## config.mk

```make
export PLATFORM = sky130hd
export DESIGN_NAME = jtframe_vid_timing
export DESIGN_NICKNAME = d
export VERILOG_FILES = /design/src/rtl/jtframe_vid_pkg.sv /design/src/rtl/jtframe_vid_cendiv.sv /design/src/rtl/jtframe_vid_timing.sv
export SDC_FILE = /design/constraint.sdc
export NUM_CORES = 1
export LEC_CHECK = 0
export BUFFER_PORTS_ARGS = -buffer_cell sky130_fd_sc_hd__buf_4
export CORE_UTILIZATION = 40
export CTS_CLUSTER_SIZE = 16
export DETAILED_ROUTE_END_ITERATION = 8
export PLACE_DENSITY_LB_ADDON = 0.08
export SLEW_MARGIN = 20
export SYNTH_ARGS = -nofsm -noshare
export SYNTH_HDL_FRONTEND = slang
export SYNTH_SLANG_ARGS = --single-unit
```

## constraint.sdc

```tcl
create_clock -name clk -period 2.1 [get_ports clk]
set_clock_uncertainty 0.2 [all_clocks]
set_input_delay 0.105 -clock clk [delete_from_list [all_inputs] [get_ports clk]]
set_output_delay 0.105 -clock clk [all_outputs]
set_load 0.005 [all_outputs]
```

## src/rtl/jtframe_vid_pkg.sv

```systemverilog
// Shared raster constants: counter width and the default arcade timing (384x264, 256x224 visible).
// Overlays and benches import this package so that every stage agrees on one geometry.
package jtframe_vid_pkg;
  localparam int VID_W        = 9;
  localparam int DEF_CEN_DIV  = 4;
  localparam int DEF_HTOTAL   = 384;
  localparam int DEF_HVIS     = 256;
  localparam int DEF_HS_START = 288;
  localparam int DEF_HS_LEN   = 32;
  localparam int DEF_VTOTAL   = 264;
  localparam int DEF_VVIS     = 224;
  localparam int DEF_VS_START = 240;
  localparam int DEF_VS_LEN   = 3;

  typedef logic [VID_W-1:0] vid_cnt_t;
  // One bit wider than the counters so that start+len can reach 512.
  typedef logic [VID_W:0]   vid_cmp_t;

  function automatic logic in_win(input vid_cmp_t pos, input vid_cmp_t start, input vid_cmp_t len);
    return (pos >= start) && (pos < start + len);
  endfunction
endpackage

```

## src/rtl/jtframe_vid_cendiv.sv

```systemverilog
// Pixel clock-enable divider: registered one-clk pulse every CEN_DIV clocks, no backpressure.
// With CEN_DIV=1 the pulse is high on every clock after reset.
module jtframe_vid_cendiv #(
  parameter int CEN_DIV = 4
) (
  input  logic clk,
  input  logic rst,
  output logic pxl_cen
);
  localparam logic [3:0] LAST = 4'(CEN_DIV - 1);

  logic [3:0] div;
  logic [3:0] div_nxt;

  assign div_nxt = (div == LAST) ? 4'd0 : div + 4'd1;

  always_ff @(posedge clk) begin
    if (rst) begin
      div     <= 4'd0;
      pxl_cen <= 1'b0;
    end else begin
      div     <= div_nxt;
      pxl_cen <= (div_nxt == LAST);
    end
  end
endmodule

```

## src/rtl/jtframe_vid_timing.sv

```systemverilog
// Raster timing generator: counters, blanking, sync and frame markers, all registered with zero skew.
// pause freezes the raster (not a blank) while pxl_cen keeps running.
module jtframe_vid_timing
  import jtframe_vid_pkg::*;
#(
  parameter int CEN_DIV  = DEF_CEN_DIV,
  parameter int HTOTAL   = DEF_HTOTAL,
  parameter int HVIS     = DEF_HVIS,
  parameter int HS_START = DEF_HS_START,
  parameter int HS_LEN   = DEF_HS_LEN,
  parameter int VTOTAL   = DEF_VTOTAL,
  parameter int VVIS     = DEF_VVIS,
  parameter int VS_START = DEF_VS_START,
  parameter int VS_LEN   = DEF_VS_LEN,
  parameter bit BLKPOL   = 1'b1
) (
  input  logic             clk,
  input  logic             rst,
  input  logic             pause,
  output logic             pxl_cen,
  output logic [VID_W-1:0] hdump,
  output logic [VID_W-1:0] vdump,
  output logic             HB,
  output logic             VB,
  output logic             HS,
  output logic             VS,
  output logic             vinit,
  output logic             frame
);
  if (HVIS > HS_START)               begin : g_bad_hvis   $error("HVIS must not exceed HS_START");        end
  if (HS_START + HS_LEN > HTOTAL)    begin : g_bad_hs     $error("HS pulse runs past HTOTAL");            end
  if (VVIS > VS_START)               begin : g_bad_vvis   $error("VVIS must not exceed VS_START");        end
  if (VS_START + VS_LEN > VTOTAL)    begin : g_bad_vs     $error("VS pulse runs past VTOTAL");            end
  if (HTOTAL > 512)                  begin : g_bad_htot   $error("HTOTAL exceeds 9-bit counter");         end
  if (VTOTAL > 512)                  begin : g_bad_vtot   $error("VTOTAL exceeds 9-bit counter");         end
  if (CEN_DIV < 1 || CEN_DIV > 16)   begin : g_bad_cen    $error("CEN_DIV must be in 1..16");             end

  localparam vid_cnt_t H_LAST     = vid_cnt_t'(HTOTAL - 1);
  localparam vid_cnt_t V_LAST     = vid_cnt_t'(VTOTAL - 1);
  localparam vid_cmp_t HVIS_C     = vid_cmp_t'(HVIS);
  localparam vid_cmp_t VVIS_C     = vid_cmp_t'(VVIS);
  localparam vid_cmp_t HS_START_C = vid_cmp_t'(HS_START);
  localparam vid_cmp_t HS_LEN_C   = vid_cmp_t'(HS_LEN);
  localparam vid_cmp_t VS_START_C = vid_cmp_t'(VS_START);
  localparam vid_cmp_t VS_LEN_C   = vid_cmp_t'(VS_LEN);

  vid_cnt_t h_nxt;
  vid_cnt_t v_nxt;
  logic     adv;
  logic     at_origin;

  jtframe_vid_cendiv #(.CEN_DIV(CEN_DIV)) u_cendiv (
    .clk     (clk),
    .rst     (rst),
    .pxl_cen (pxl_cen)
  );

  assign adv = pxl_cen & ~pause;

  always_comb begin
    h_nxt = hdump + vid_cnt_t'(1);
    v_nxt = vdump;
    if (hdump == H_LAST) begin
      h_nxt = '0;
      v_nxt = (vdump == V_LAST) ? '0 : vdump + vid_cnt_t'(1);
    end
  end

  assign at_origin = (h_nxt == '0) && (v_nxt == '0);

  // Decode from the next counter values so flags land on the same edge as the counters.
  always_ff @(posedge clk) begin
    if (rst) begin
      hdump <= '0;
      vdump <= '0;
      HB    <= ~BLKPOL;
      VB    <= ~BLKPOL;
      HS    <= 1'b0;
      VS    <= 1'b0;
      vinit <= 1'b0;
      frame <= 1'b0;
    end else if (adv) begin
      hdump <= h_nxt;
      vdump <= v_nxt;
      HB    <= (vid_cmp_t'(h_nxt) >= HVIS_C) ^ ~BLKPOL;
      VB    <= (vid_cmp_t'(v_nxt) >= VVIS_C) ^ ~BLKPOL;
      HS    <= in_win(vid_cmp_t'(h_nxt), HS_START_C, HS_LEN_C);
      VS    <= in_win(vid_cmp_t'(v_nxt), VS_START_C, VS_LEN_C);
      vinit <= at_origin;
      if (at_origin) frame <= ~frame;
    end
  end
endmodule

```

Word-level counts from Yosys, hierarchy flattened
Index checks and enable logic that the tools add are counted.

Flip-flop bits (word level): 29. Latch bits: 0. Bits in writable memories: 0. Bits in read-only memories: 0. Output and inout bits: 25. Logic and storage cells: 36. Memories: 0.

$add $sub $neg: 3. Multiply operators: 0. Divide/modulo/power cells: 0. Order comparisons: 6. Equality and inequality tests: 4. Shift-type cells: 0. Multiplexer cells: 4. Bitwise operators: 3. Reduce and logical (&&, ||, !) cells: 6.

Operator list (number): $mux 9 (3); $add 9x1->9 const B (2); $eq 9x9->1 const B (2); $ge 9x8->1 const B (2); $ge 9x9->1 const B (2); $logic_not 9->1 (2); $lt 9x8->1 const B (1); $lt 9x9->1 const B (1); $eq 4x2->1 const B (2); $add 4x1->4 const B (1); $mux 4 (1); $logic_and 1x1->1 (3); $not 1->1 (2); $reduce_and 2->1 (1); $and 1x1->1 (1).

Longest topological paths before layout
Depth in word-level cells: 6. Depth in mapped cells: 8.

Modules after synthesis
From an unflattened synthesis, not the netlist that was laid out.

Cells, all modules: 213. Area total of the unflattened synthesis: 1654.1 µm².

By module, submodules not included: jtframe_vid_timing (times used 1, cells an instance 189, area an instance 1436.4 µm², sequential area each 480.5 µm²); jtframe_vid_cendiv (times used 1, cells an instance 24, area an instance 217.7 µm², sequential area each 100.1 µm²).

Worst setup path after synthesis
No wires, ideal clock.

Path type: flip-flop to flip-flop. From: register hdump[0]. To: register frame. Setup time: 0.131 ns. Data arrival time: 1.902 ns. Slack: -0.133 ns. Stages on the path, launching flop included: 9. Buffers on the path: 1. Clock period less this slack: 2.233 ns. Path through: dfxtp_1 -> ha_1 -> buf_2 -> nand4b_4 -> nor4_2 -> xnor2_1 -> and4_4 -> a31o_1 -> a21oi_2.

Word-level cells in the longest chain between the ends: 5.

RTL lines: start, declared (RTL line jtframe_vid_timing.sv:21) `output logic [VID_W-1:0] hdump,`; start signal, assigned (RTL line jtframe_vid_timing.sv:83) `hdump <= h_nxt;`; $add 9x1->9 or $eq 9x9->1 (tied branches) (RTL line jtframe_vid_timing.sv:61, jtframe_vid_timing.sv:63); $mux 9 (RTL line jtframe_vid_timing.sv:63) `if (hdump == H_LAST) begin`; $logic_not 9->1 (RTL line jtframe_vid_timing.sv:69) `assign at_origin = (h_nxt == '0) && (v_nxt == '0);`; $logic_and 1x1->1 (*) (RTL line jtframe_vid_timing.sv:69); $reduce_and 2->1 (no source line) (*); end signal, assigned (RTL line jtframe_vid_timing.sv:90) `if (at_origin) frame <= ~frame;`; end, declared (RTL line jtframe_vid_timing.sv:28) `output logic frame`.

Every way passes the cells marked *; elsewhere a longest branch is shown, timed or not. A chain may end at the register's enable or synchronous reset.

Final worst setup path
From: register vdump[0]. To: register frame.

Word-level cells in the longest chain between the ends: 6.

RTL lines: start, declared (RTL line jtframe_vid_timing.sv:22) `output logic [VID_W-1:0] vdump,`; start signal, assigned (RTL line jtframe_vid_timing.sv:84) `vdump <= v_nxt;`; $add 9x1->9 or $eq 9x9->1 (tied branches) (RTL line jtframe_vid_timing.sv:65) `v_nxt = (vdump == V_LAST) ? '0 : vdump + vid_cnt_t'(1);`; $mux 9 (RTL line jtframe_vid_timing.sv:65); $mux 9 (*) (RTL line jtframe_vid_timing.sv:63); $logic_not 9->1 (*) (RTL line jtframe_vid_timing.sv:69); $logic_and 1x1->1 (*) (RTL line jtframe_vid_timing.sv:69); $reduce_and 2->1 (no source line) (*).

Marked as above.

==> results.yml <==
logic_synthesis:
  synth_most_common_cell: "dfxtp_1"
  ys_types: 50
  synth.top_cell.area_share: 0.340
  yosysWarnings: 0
  synth_ff_type: "dfxtp_1"
  ys_seq_area_frac: 0.340
  synth-edff-count: 0
  async_flop_share: 0
  ys_top_cells_by_area: "dfxtp_1 (34%), a21oi_1 (4.7%), nor2_1 (4.6%)"
  netlist_instances: 207
  synth_common_cells: "dfxtp_1 (29), nor2_1 (21), nand2_1 (20), a21oi_1 (16), nor3_1 (11)"
  syn-mean-instance-area_um2: 8.25
  synth_nets: 215
  synthesis.area_um2: 1710
  synth_area_leader_cell: "dfxtp_1"
  ys_ff_latch: 29
detailed_routing:
  post_drt_wl_per_cell_um: 14.6
  vias: 1755
  wirelength_um: 4550
  routed.top_layer: "met4"
  wl_met3_um: 200
  via_per_inst: 5.63
  firstDrtPassIters: 4
  ant_nets: 0
  met1_length_um: 2120
  wl_met2_um: 2180
  drt_iter0_drc: 128
  route.detailed.drc: 0
timing:
  setup_viol: 0
  final_max_slew_viol_count: 0
  finalWorstSetupSlack_ns: 0.0644
  hold_violations: 0
  finalCritPeriodShare: 0.969
  maxClockFrequency_mhz: 491
  slew_headroom: 0.743
  timing.final.crit_period_ns: 2.04
  worst_pin_slew_ns: 0.382
  hold_ws_ns: 0.109
worst_setup_path:
  required_ns: 2.06
  critPathKind: "reg -> reg"
  cp_slowest_cell: "dfxtp_1"
  cp_top_family: "compound AO/OA/AOI/OAI gates"
  r2r_slack_ns: 0.06
  crit_fanout: 3
  cp-end-kind: "flip-flop"
  slowest_delay_ns: 0.38
  cp_data_arrival_time_ns: 2.00
  startpoint_type: "flip-flop"
  cp.buffers_inverters: 0
  path_cells: "ha_4 -> nor2b_2 -> nand4b_1 -> a211o_1 -> a21boi_4 -> a31o_1 -> a21oi_2"
clock_network:
  cts_made_buffers: 5
  clk_pin_slew_ns: 0.07
  insertion_delay_ns: 0.28
  cts_tree: "yes"
  cts_buffer_depth: 2
  htreeDepth: 2
  root_buffer: "clkbuf_8"
  clock-sinks: 29
final_layout:
  fin_util: 0.600
  final_nets: 269
  drive_gt1_frac: 0.385
  num-fill-cells: 366
  fin_cells: 312
  area_delta_synth_final_pct: 42.5
  diodes: 0
global_routing:
  grt.overflow.total: 0
  grt_usage: 0.222
  grt_max_degree: 29
  antenna_found_initial: 0
  grt_pass1_wl_um: 7490
  grt_pass1_vias: 1611
placed_design:
  port-buffer-count: 27
  place_congestion: 0.962
  dp_slack_ns: -0.0586
  place_inst: 299
  dp_hpwl_um: 3230
min_path:
  holdCritPathClass: "in -> reg"
floorplanning:
  row_count: 23
  io_pins: 28
  dieHeight_um: 67.3
  start_util: 0.421
  dieArea_um2: 4540
  fp.dieW_um: 67.3
  coreArea_um2: 4060
power_and_ir_drop:
  power.total_mw: 1.26
  power_density_nw_per_um2: 517
  ir_drop_v: 0.000395
  cellLeakagePower_nw: 1.01
outcome:
  status: "complete, no violations"
job:
  cap_violations: 0
==> cells by family (layout without fill, tap and decap cells) <==
logic type               after synthesis  in the layout  synth area share
AO/OA/AOI/OAI                         48             48             0.190
buffers and inverters                 17             72            0.0410
adder cells (fa/ha/maj)                5              5            0.0366
flip-flops                            29             29             0.340
XOR/XNOR                              11             11            0.0564
multiplexers                           2              2            0.0117
AND/OR/NAND/NOR                       95             95             0.324
==> sequential cells by signal, summed over array words and instances (netlist names) <==
register and flops:
VB 1, HB 1, vdump 9, u_cendiv.pxl_cen 1, u_cendiv.div 4, VS 1
frame 1, vinit 1, hdump 9, HS 1
==> tightest hold or removal path, stage by stage <==
cell     delay [ns]
buf_4          0.09
nor2b_1        0.05
buf_4          0.18
nand2_1        0.08
a21oi_1        0.05
==> through the flow <==
step	cell area [µm²]	setup TNS, ns
3_5_place_dp	2140	-0.0665
2_1_floorplan	1720	0
3_3_place_gp	2140	-0.00356
4_1_cts	2290	0
6_report	2430	0
5_1_grt	2430	-0.0102
==> routing by layer <==
metal | vias to the layer above | global-route usage
met5 | - | 0
met4 | 0 | 0.0957
met1 | 843 | 0.290
met2 | 45 | 0.340
met3 | 7 | 0.0574
li1 | 860 | -
==> worst paths after layout <==
path / from / endpoint / cells after the start
setup / recovery: vdump[0] / frame / 7
setup reg to reg: vdump[0] / frame / 7
hold / removal: pause / hdump[1] / 5
hold reg to reg: HS / HS / 2
==> power by group <==
group	internal [mW]	switching, mW	leakage (nW)
Sequential	0.561	0.0131	0.240
Combinational	0.0346	0.0384	0.716
Clock	0.385	0.227	0.0574
Total	0.981	0.278	1.01
==> layout by cell type, fill, tap and decap left out, types with 3 or more instances in the layout <==
| master | n |
|---|---|
| xor2_1 | 5 |
| ha_1 | 3 |
| clkbuf_8 | 6 |
| nor2b_1 | 5 |
| a211o_1 | 3 |
| a211oi_1 | 4 |
| nor3_1 | 9 |
| nand2_1 | 20 |
| o21ai_0 | 3 |
| a21oi_1 | 16 |
| buf_4 | 55 |
| nor2_1 | 21 |
| nand4_1 | 3 |
| a31oi_1 | 3 |
| inv_1 | 6 |
| nand2b_1 | 4 |
| dfxtp_2 | 10 |
| nand3_1 | 8 |
| xnor2_1 | 5 |
| dfxtp_1 | 18 |
==> cell type report <==
class                      count  area, µm²  share of cell area
clock buffer                   6       82.6              0.0339
clock inverter                 2       37.5              0.0154
inverter                       6       22.5             0.00925
multi-input combinational    161       1180               0.484
sequential                    29        597               0.245
tap                           50       62.6              0.0257
timing repair buffer          58        454               0.187
==> what timing repair did <==
action	in CTS	in global routing
gates resized for setup	6	24
pin swaps	2	10
endpoints found under the setup margin	2	8
hold endpoints to repair	6	0
cloned	0	0
hold buffers	1	0
setup buffers	0	4
Power figures use the tool's default switching activity.
